==> config.mk <==
export PLATFORM = sky130hd
export DESIGN_NAME = ram_loader
export DESIGN_NICKNAME = d
export VERILOG_FILES = /design/src/rtl/ram_loader_pkg.sv /design/src/rtl/ram_loader.sv
export SDC_FILE = /design/constraint.sdc
export NUM_CORES = 1
export LEC_CHECK = 0
export CORE_MARGIN = 2
export CORE_UTILIZATION = 44
export DETAILED_ROUTE_END_ITERATION = 8
export PLACE_DENSITY = 0.8
export SKIP_LAST_GASP = 1
export SLEW_MARGIN = 40
export SYNTH_ARGS = -nofsm -noshare
export SYNTH_HDL_FRONTEND = slang
export SYNTH_SLANG_ARGS = --single-unit
==> constraint.sdc <==
create_clock -name clk -period 2.9 [get_ports clk]
set_input_delay 0.58 -clock clk [delete_from_list [all_inputs] [get_ports clk]]
set_output_delay 0.58 -clock clk [all_outputs]
set_load 0.005 [all_outputs]
==> src/rtl/ram_loader_pkg.sv <==
// Shared types and default sizes for the RAM16K loader.
package ram_loader_pkg;

  localparam int DEF_WIDTH  = 16;
  localparam int DEF_ADDR_W = 14;

  typedef enum logic [1:0] {
    IDLE   = 2'd0,
    STREAM = 2'd1,
    FILL   = 2'd2,
    DONE   = 2'd3
  } state_t;

endpackage

==> src/rtl/ram_loader.sv <==
// Loads a RAM16K either from a valid/ready word stream or with a constant fill.
// Optional running checksum of written words: define LOADER_CHECKSUM_EN.
module ram_loader
  import ram_loader_pkg::*;
#(
  parameter int WIDTH  = DEF_WIDTH,
  parameter int ADDR_W = DEF_ADDR_W
) (
  input  logic              clk,
  input  logic              reset,
  input  logic              start,
  input  logic              mode,
  input  logic [ADDR_W-1:0] base,
  input  logic [ADDR_W:0]   count,
  input  logic [WIDTH-1:0]  fill_value,
  input  logic              abort,
  input  logic [WIDTH-1:0]  s_data,
  input  logic              s_valid,
  output logic              s_ready,
  output logic [WIDTH-1:0]  ram_in,
  output logic              ram_load,
  output logic [ADDR_W-1:0] ram_address,
  output logic              busy,
  output logic              done
`ifdef LOADER_CHECKSUM_EN
  ,
  output logic [WIDTH-1:0]  checksum
`endif
);

  state_t            state, state_nxt;
  logic [ADDR_W-1:0] ptr;
  logic [ADDR_W:0]   remaining;
  logic [WIDTH-1:0]  fill_q;

  always_ff @(posedge clk) begin
    if (reset) begin
      state     <= IDLE;
      ptr       <= '0;
      remaining <= '0;
      fill_q    <= '0;
    end else begin
      state <= state_nxt;
      if (state == IDLE && start) begin
        ptr       <= base;
        remaining <= count;
        fill_q    <= fill_value;
      end else if (ram_load) begin
        ptr       <= ptr + 1'b1;
        remaining <= remaining - 1'b1;
      end
    end
  end

  // Reset and abort both kill the current cycle's write so a job never
  // produces a partial extra word on its way out.
  always_comb begin
    state_nxt   = state;
    s_ready     = 1'b0;
    ram_load    = 1'b0;
    ram_in      = '0;
    ram_address = ptr;
    busy        = 1'b0;
    done        = 1'b0;
    unique case (state)
      IDLE: begin
        if (start) begin
          if (count == '0) state_nxt = DONE;
          else             state_nxt = mode ? FILL : STREAM;
        end
      end
      STREAM: begin
        busy = 1'b1;
        if (abort || reset) begin
          state_nxt = IDLE;
        end else begin
          s_ready = 1'b1;
          if (s_valid) begin
            ram_load = 1'b1;
            ram_in   = s_data;
            if (remaining == 1) state_nxt = DONE;
          end
        end
      end
      FILL: begin
        busy = 1'b1;
        if (abort || reset) begin
          state_nxt = IDLE;
        end else begin
          ram_load = 1'b1;
          ram_in   = fill_q;
          if (remaining == 1) state_nxt = DONE;
        end
      end
      DONE: begin
        done      = 1'b1;
        state_nxt = IDLE;
      end
      default: state_nxt = IDLE;
    endcase
  end

`ifdef LOADER_CHECKSUM_EN
  always_ff @(posedge clk) begin
    if (reset)                     checksum <= '0;
    else if (state == IDLE && start) checksum <= '0;
    else if (ram_load)             checksum <= checksum + ram_in;
  end
`endif

endmodule

==> results of run 1 <==
## worst max path at each step
| stage | slack [ns] | endpoint | depth (start not counted) | start |
|---|---|---|---|---|
| 2_1_floorplan | 0.45 | ram_address[11] | 7 | state[0] |
| 3_3_place_gp | 0.05 | ram_load | 5 | abort |
| 3_5_place_dp | -0.01 | ram_address[9] | 6 | abort |
| 4_1_cts | 0.001 | ram_in[0] | 7 | abort |
| 5_1_grt | -0.04 | ram_in[5] | 7 | abort |
| 6_report | 0.004 | ram_in[5] | 7 | abort |
## power groups by stage
| stage | Sequential (mW) | Clock (mW) | Combinational (mW) |
|---|---|---|---|
| 2_1_floorplan | 0.952 | 0 | 0.815 |
| 3_3_place_gp | 0.982 | 0 | 1.30 |
| 3_5_place_dp | 0.984 | 0 | 1.33 |
| 4_1_cts | 0.973 | 0.472 | 1.34 |
| 5_1_grt | 1.00 | 0.502 | 1.47 |
| 6_report | 0.977 | 0.474 | 1.35 |
## final cells by class
type	count	area, um2
fillers	492	1941
well taps	75	93.84
multi-input cells	256	1608
repair buffers	116	1161
inverters	10	37.54
clock buffers	6	72.57
flip-flops and latches	47	942.2
clock inverters	1	30.03
## cells in the mapped netlist (2+ instances only)
cell type | n | area share
sky130_fd_sc_hd__nor2_1 | 34 | 0.048
sky130_fd_sc_hd__dfxtp_1 | 47 | 0.35
sky130_fd_sc_hd__or3_1 | 6 | 0.014
sky130_fd_sc_hd__clkbuf_1 | 21 | 0.030
sky130_fd_sc_hd__xor2_1 | 6 | 0.020
sky130_fd_sc_hd__a21oi_1 | 18 | 0.034
sky130_fd_sc_hd__nor4_1 | 7 | 0.016
sky130_fd_sc_hd__o31ai_1 | 10 | 0.028
sky130_fd_sc_hd__and2_1 | 4 | 0.0094
sky130_fd_sc_hd__or2_2 | 2 | 0.0047
sky130_fd_sc_hd__ha_1 | 8 | 0.038
sky130_fd_sc_hd__nand3_1 | 9 | 0.017
sky130_fd_sc_hd__a211oi_1 | 13 | 0.037
sky130_fd_sc_hd__or4_1 | 11 | 0.031
sky130_fd_sc_hd__inv_1 | 10 | 0.014
sky130_fd_sc_hd__o21ai_0 | 5 | 0.0094
sky130_fd_sc_hd__nand4_1 | 7 | 0.016
sky130_fd_sc_hd__a22o_1 | 2 | 0.0066
sky130_fd_sc_hd__nand2_1 | 41 | 0.058
sky130_fd_sc_hd__nor2b_1 | 17 | 0.040
sky130_fd_sc_hd__a311oi_1 | 15 | 0.049
sky130_fd_sc_hd__nor3_1 | 4 | 0.0075
sky130_fd_sc_hd__xnor2_1 | 6 | 0.020
sky130_fd_sc_hd__a22oi_1 | 16 | 0.045
## cell families after synthesis
group / synth area share
flops: 0.3540
xor+xnor: 0.03955
simple gates: 0.2924
fa+ha+maj: 0.03767
buf+inv: 0.04567
compound gates: 0.2307
## critical path, cell delays in order
cell                              delay [ns]
sky130_fd_sc_hd__clkdlybuf4s50_1        0.46
sky130_fd_sc_hd__nor2_2                 0.15
sky130_fd_sc_hd__and3_4                 0.21
sky130_fd_sc_hd__buf_12                 0.14
sky130_fd_sc_hd__a22oi_1                0.10
sky130_fd_sc_hd__nor2b_1                0.16
sky130_fd_sc_hd__clkdlybuf4s50_1        0.52
## per-layer routing
| metal | track usage | share of wire | vias up |
|---|---|---|---|
| li1 | - | - | 1445 |
| met1 | 0.3134 | 0.44 | 1336 |
| met2 | 0.3787 | 0.48 | 103 |
| met3 | 0.04176 | 0.060 | 13 |
| met4 | 0.06833 | 0.013 | 0 |
| met5 | 0 | 0 | - |
## sequential cells by signal, summed over array words and instances (netlist names)
| name | flops |
|---|---|
| fill_q | 16 |
| state | 2 |
| remaining | 15 |
| ram_address | 14 |
## per-stage QoR
stage	instance area [um2]	total power [mW]	worst slack, ns	hold slack, ns	std cells
final	3945	2.797	0.004323	0.4599	511
after global routing	3945	2.976	-0.03637	0.4771	511
after CTS	3926	2.784	0.001202	0.4594	511
after detailed placement	3824	2.314	-0.01448	0.4473	504
after global placement	3824	2.277	0.05065	0.4427	504
after floorplan	2658	1.767	0.4542	0.4360	335
==> flow_results.org, run 1 <==
** Power
- Of the total power, registers draw 0.349.
- Of the total power, the share spent switching nets is 0.3815.
- Part of the power in the clock network :: 0.169
- The analysis attributes to cell leakage a power of between 1 and 1.5 nW.
- Summed over all nets, the switching power comes to approximately 1.1 mW.
- Power per Cell Area :: just over 700 nW/um2
- The share of total power dissipated in combinational logic is 0.481.
- Cell internal power was estimated by the tool at about 1.7 mW.
- IR analysis of the VDD net gives a maximum drop of 0.3582 mV.

** CTS
- Total CTS buffers :: 5
- After clock tree synthesis, the setup repair step added 0 buffers.
- CTS H-Tree Depth :: 2
- In this run, post-CTS hold repair placed 0 buffers.
- At the later pin of the worst-skew pair, clock insertion delay measures between 0.3 and 0.4 ns.
- In this run the deepest clock path goes through 2 buffers.
- Num Clock Sinks :: 47
- TritonCTS built the clock tree.
- CTS root buf :: sky130_fd_sc_hd__clkbuf_8
- After clock tree synthesis, the clock-pin slew on the worst setup and hold paths is 0.09 ns.
- # resized after CTS :: 0

** Logic synthesis
- For this run, the number of Yosys warnings is 0.
- In this run, distinct cell masters in the synthesized netlist total 40.
- Combined area of all synthesized cells :: 2658 um2
- Counting every net in the synthesized netlist gives 410.
- Mean instance size in the synthesized netlist :: a little under 8 um2
- Synthesis inferred 47 register bits.
- Post-synth ARST share :: 0
- Part of the Yosys area used for sequential elements :: 0.3540
- For this run, the leading register cell type out of synthesis is sky130_fd_sc_hd__dfxtp_1.
- Yosys mapped a number of flops with a built-in enable equal to 0.
- Post-synthesis instance total :: about 340

** Place
- During placement, the flow inserted port buffers numbering 100.
- Detailed placement ended at an HPWL of 5719 um.
- GPL Wtd Cong :: 0.8556

** Setup path
- The worst setup path is captured at an output pin.
- The worst register-to-register path ends at ram_address[9].
- Arrival time worst endpoint :: ~2.3 ns
- Critical R2R Launch :: state[0]
- The critical path in this run is classified as in2out.
- In this run the worst path has a maximum fanout of 16.
- Number of cells on the worst reg-to-reg path :: 6
- Required time at the endpoint of the critical path :: 2.32 ns
- Kind of start point of the critical path :: input port
- Slack of the worst reg-to-reg path :: 0.29 ns

** Timing
- At the pin with the least slew margin, the transition time is 0.7366 ns.
- Setup repair after global routing missed its margin :: yes
- Final-report setup violation count :: 0
- Final clock period utilization by the worst path :: 0.9985
- Final-report hold violation count :: 0
- Sum of negative setup slack :: 0 ns
- Clk_skew :: 0.009785 ns
- Final Max Slew Viols :: 0
- Min Clock Period, post-route :: 2.896 ns
- In this run the tightest slew margin relative to its limit is 0.5044.
- For this run, the top clock speed supported by timing is approximately 350 MHz.

** Detailed routing
- Via count :: 2,897
- Dividing the detail-routed wire length by the instance count gives 15.34 um.
- The final layout contains routed wiring with a total length of slightly below 8000 um.
- Remaining number of nets flagged by the antenna check after routing :: 0
- Total DRC errors in the routed layout :: 0
- The first detailed-routing pass took 4 iterations.
- Iteration-0 DRC count of the detailed router :: 212
- Using the TritonRoute via totals, the vias-per-cell ratio works out to 5.669.

** Die
- The floorplan has 28 rows.
- The initial utilization of the core area, before any placement, comes to 0.4515.
- The die covers approximately 6700 um2.
- IO Pins :: 101
- The die is 81.72 um wide.
- Die height :: 81.72 um
- Core Region :: 5886 um2

** Global route
- The initial antenna violation count came to 0.
- Global-route wire length before repair :: 12,180 um
- GRT Residual Overflow :: 0
- Entering global routing, the biggest net connects 33 pins.
- The number of global-route vias before repair is 2,628.
- Total track usage :: 0.2318

** Layout
- Most common library cell in the layout ignoring fill and taps :: sky130_fd_sc_hd__clkdlybuf4s50_1
- The library cells used most frequently in the layout, excluding fill and tap cells, are sky130_fd_sc_hd__clkdlybuf4s50_1, sky130_fd_sc_hd__dfxtp_1, sky130_fd_sc_hd__nand2_1.
- Post-layout utilization of the core :: 0.6703
- N_diodes :: 0
- Fraction of layout instances using a drive strength above 1 :: 0.07339
- Nets :: approximately 510
- Relative to the synthesized area, the layout overhead comes to 48.45%.

** Flow run
- The tool flagged a number of max-cap violations equal to 0.

** Worst hold path
- Hold Crit Endpoint :: fill_q[4]
- Worst hold path depth :: 2
- The path class of the tightest hold or removal check is reg2reg.
- Worst hold path startpoint :: fill_q[4]

** Outcome
- The run finished with clean final reports.
Power figures use the tool's default switching activity.
==> inputs of run 2 (changes only) <==
- CORE_UTILIZATION: 44 -> 40
- PLACE_DENSITY: 0.8 -> 0.77
- clock period: 2.9 -> 2.4 ns (I/O delays scaled with it)
==> run 2 against run 1 <==
  * Cell area rose by 4.4%
  * Cell count rose by 3.1%
  * Non-clock buffer count rose by 13
  * Critical endpoint unchanged
  * Clock power rose by 30%
  * First-iteration DRC count fell by 16%
  * Die area rose by 9.5%
  * Critical path type is now reg2out
  * Hold slack got worse by 0.0017 ns
  * Worst setup slack got worse by 0.0035 ns
  * Sequential power rose by 20%
==> flow_results.org, run 2 (synthesis results as in run 1) <==
** Outcome
- Outcome: complete, no violations (unchanged).

** Setup path
- The critical path class was reg2out (was in2out).
- The endpoint kind of the worst setup timing path is an output pin (unchanged).
- Endpoint of the worst-slack reg-to-reg timing path :: ram_address[13] (was ram_address[9])
- The flop-to-flop setup slack came to 0.10 ns (was 0.29 ns).
- The origin of the critical flop-to-flop path is state[1] (was state[0]).
- The maximum fanout count along the critical path was 7 (was 16).
- Kind of start point of the critical path :: flop (was input port)
- Required time at the endpoint of the critical path :: 1.92 ns (was 2.32 ns)
- The data arrival at the endpoint of the critical path came to 1.92 ns (was 2.32 ns).
- Number of cells on the worst reg-to-reg path :: 6 (unchanged)

** Die
- Die height :: 85.51 um (was 81.72 um)
- Initial Util :: 0.4161 (was 0.4515)
- The number of top-level pins was 101 (unchanged).
- Core Region :: 6386 um2 (was 5886 um2)
- The die outline area is 7312 um2 (was 6677 um2).
- The number of rows created at floorplan was 29 (was 28).
- Overall die width :: 85.51 um (was 81.72 um)

** Worst hold path
- The classification of the worst-slack hold path is reg2reg (unchanged).
- Worst hold path startpoint :: fill_q[9] (was fill_q[4])
- Worst hold path depth :: 2 (unchanged)
- The end point of the worst hold path was fill_q[9] (was fill_q[4]).

** Global route
- The global router's overall resource usage is 0.2183 (was 0.2318).
- Number of antenna violations at the first check in global routing :: 0 (unchanged)
- The total overflow reported by the global router was 0 (unchanged).
- Vias in the first global route :: 2,781 (was 2,628)
- The largest net degree at the start of global routing came to 73 (was 33).
- The global-route wire length before repair came to 13,010 um (was 12,180 um).

** Flow run
- The number of max-capacitance violations reported is 0 (unchanged).

** Detailed routing
- Routed length per placed instance :: 15.40 um (was 15.34 um)
- Iteration-0 DRC count of the detailed router :: 178 (was 212)
- Average vias per placed instance :: 5.491 (was 5.669)
- Via count :: 2,894 (was 2,897)
- The number of iterations in the first detailed-routing pass was 4 (unchanged).
- Remaining number of nets flagged by the antenna check after routing :: 0 (unchanged)
- The final routed DRC violation total was 0 (unchanged).
- The final routed wirelength across all metal layers is 8118 um (was 7838 um).

** Power
- P_leak :: 1.502 nW (was 1.384 nW)
- The worst supply voltage drop on vdd came to 0.4949 mV (was 0.3582 mV).
- Power per Cell Area :: 866.1 nW/um2 (was 708.9 nW/um2)
- Total Power Consumption :: 3.568 mW (was 2.797 mW)

** CTS
- Number of hold-repair buffers added at the cts stage :: 0 (unchanged)
- The clock latency reported for the late side of the worst-skew pair was 0.31 ns (about the same).
- Clock transition at the registers of the reported paths :: 0.09 ns (about the same)
- Num Clock Sinks :: 47 (unchanged)
- The number of buffers inserted during clock tree synthesis came to 5 (unchanged).
- CTS H-Tree Depth :: 2 (unchanged)
- CTS root buf :: sky130_fd_sc_hd__clkbuf_8 (unchanged)
- The clock tree from TritonCTS was built (unchanged).
- Buffers from clock root to sink, at most :: 2 (unchanged)

** Timing
- Final clock period utilization by the worst path :: 0.9997
- Slew @ Worst Pin :: 0.5601 ns (was 0.7366 ns)
- Final-report hold violation count :: 0 (unchanged)
- The setup skew after layout was 0.004723 ns (was 0.009785 ns).
- The sum of negative setup slack was 0 ns (unchanged).
- Subtracting the final worst setup slack from the clock period gives 2.399 ns.
- Maximum clock rate :: 416.8 MHz
- Tightest slew margin relative to the limit :: 0.6266 (was 0.5044)
- Final-report setup violation count :: 0 (unchanged)
- The setup slack after layout was 0.0008353 ns (was 0.004323 ns).
- The number of slew-limit violations in the final report is 0 (unchanged).
- Setup repair after global routing missed its margin :: yes (unchanged)

** Layout
- Number of flip-flops under the largest register name :: 16 (unchanged)
- The area of the multi-input gates is 1690 um2 (was 1608 um2).
- Final cell count without fillers :: 527 (was 511)
- The number of antenna repair diodes came to 0 (unchanged).
- Fraction of layout instances using a drive strength above 1 :: 0.1422 (was 0.07339)
- Filler cells :: 565 (was 492)
- Highest-count cells in the layout ignoring fill and taps: sky130_fd_sc_hd__clkdlybuf4s50_1, sky130_fd_sc_hd__dfxtp_1, sky130_fd_sc_hd__nand2_1 (unchanged).
- Reg with most FFs :: fill_q (unchanged)
- The sequential cell area came to 943.4 um2 (was 942.2 um2).
- The most common library cell in the layout ignoring fill and taps is sky130_fd_sc_hd__clkdlybuf4s50_1 (unchanged).
- Nets :: 524 (was 511)
- Total non-filler cell area in the finished layout :: 4119 um2 (was 3945 um2)
- The synthesis-to-finish area growth was 54.99% (was 48.45%).

** Place
- Detailed-placement wirelength estimate :: 5769 um (was 5719 um)
- The weighted congestion reported at the end of routability-driven placement is 0.8659 (was 0.8556).
- The placement-stage cell area came to 3899 um2 (was 3824 um2).
- Setup slack after placement :: -0.3672 ns (was -0.01448 ns)
- The number of buffers added on ports is 100 (unchanged).
- Placed Instances :: 514 (was 504)
[run 2: changes by cell type in the layout (fill, tap and decap cells not counted), moves of 9 or more]
cell,before,now
sky130_fd_sc_hd__a22oi_1,16,7
sky130_fd_sc_hd__a22oi_2,0,9
sky130_fd_sc_hd__buf_4,13,25
sky130_fd_sc_hd__clkdlybuf4s50_1,96,81
sky130_fd_sc_hd__dlygate4sd2_1,0,15
[run 2: worst max path at each step]
stage	startpoint	endpoint	slack, ns
floorplan	state[0]	ram_address[11]	0.04
global placement	abort	ram_load	-0.29
detailed placement	abort	ram_address[13]	-0.37
CTS	s_valid	ram_in[14]	-0.05
global route	state[0]	ram_in[5]	-0.05
finish	state[0]	ram_in[5]	0.0008
[run 2: final cells by class]
cell class,instances,share of cell area
well taps,77,0.02339
multi-input cells,256,0.4104
flip-flops and latches,47,0.2290
clock inverters,2,0.008505
clock buffers,6,0.02005
repair buffers,129,0.2995
inverters,10,0.009113
[run 2: worst max-delay path, cell delays in order, from the launching register on]
cell	delay, ns
sky130_fd_sc_hd__dfxtp_2	0.33
sky130_fd_sc_hd__buf_4	0.15
sky130_fd_sc_hd__ha_4	0.17
sky130_fd_sc_hd__and3_4	0.17
sky130_fd_sc_hd__buf_12	0.12
sky130_fd_sc_hd__buf_4	0.16
sky130_fd_sc_hd__a22oi_2	0.18
sky130_fd_sc_hd__nor2b_1	0.06
sky130_fd_sc_hd__dlygate4sd2_1	0.26
[run 2: timing repair]
| action | 4_1_cts | 5_1_grt |
|---|---|---|
| pin swaps | 1 | 2 |
| setup buffers | 3 | 2 |
| resized for setup | 28 | 15 |
| endpoints found under the setup margin | 20 | 18 |
[run 2: power breakdown]
group | switching (mW) | internal, mW | total (mW)
Sequential | 0.185 | 0.990 | 1.17
Combinational | 0.882 | 0.896 | 1.78
Clock | 0.277 | 0.337 | 0.614
Total | 1.34 | 2.22 | 3.57
[run 2: per-layer routing]
layer,routed length [um],vias to the layer above,share of wire,GRT usage
li1,-,1458,-,-
met1,3446,1360,0.42,0.2828
met2,4195,71,0.52,0.3729
met3,402,5,0.050,0.04042
met4,74,0,0.0091,0.06061
met5,0,-,0,0
[run 2: stage by stage]
stage | util | hold WS, ns
after floorplan | - | 0.4360
after global placement | 0.6105 | 0.4423
after detailed placement | 0.6105 | 0.4485
after CTS | 0.6342 | 0.4611
after global routing | 0.6450 | 0.4889
final | 0.6450 | 0.4583
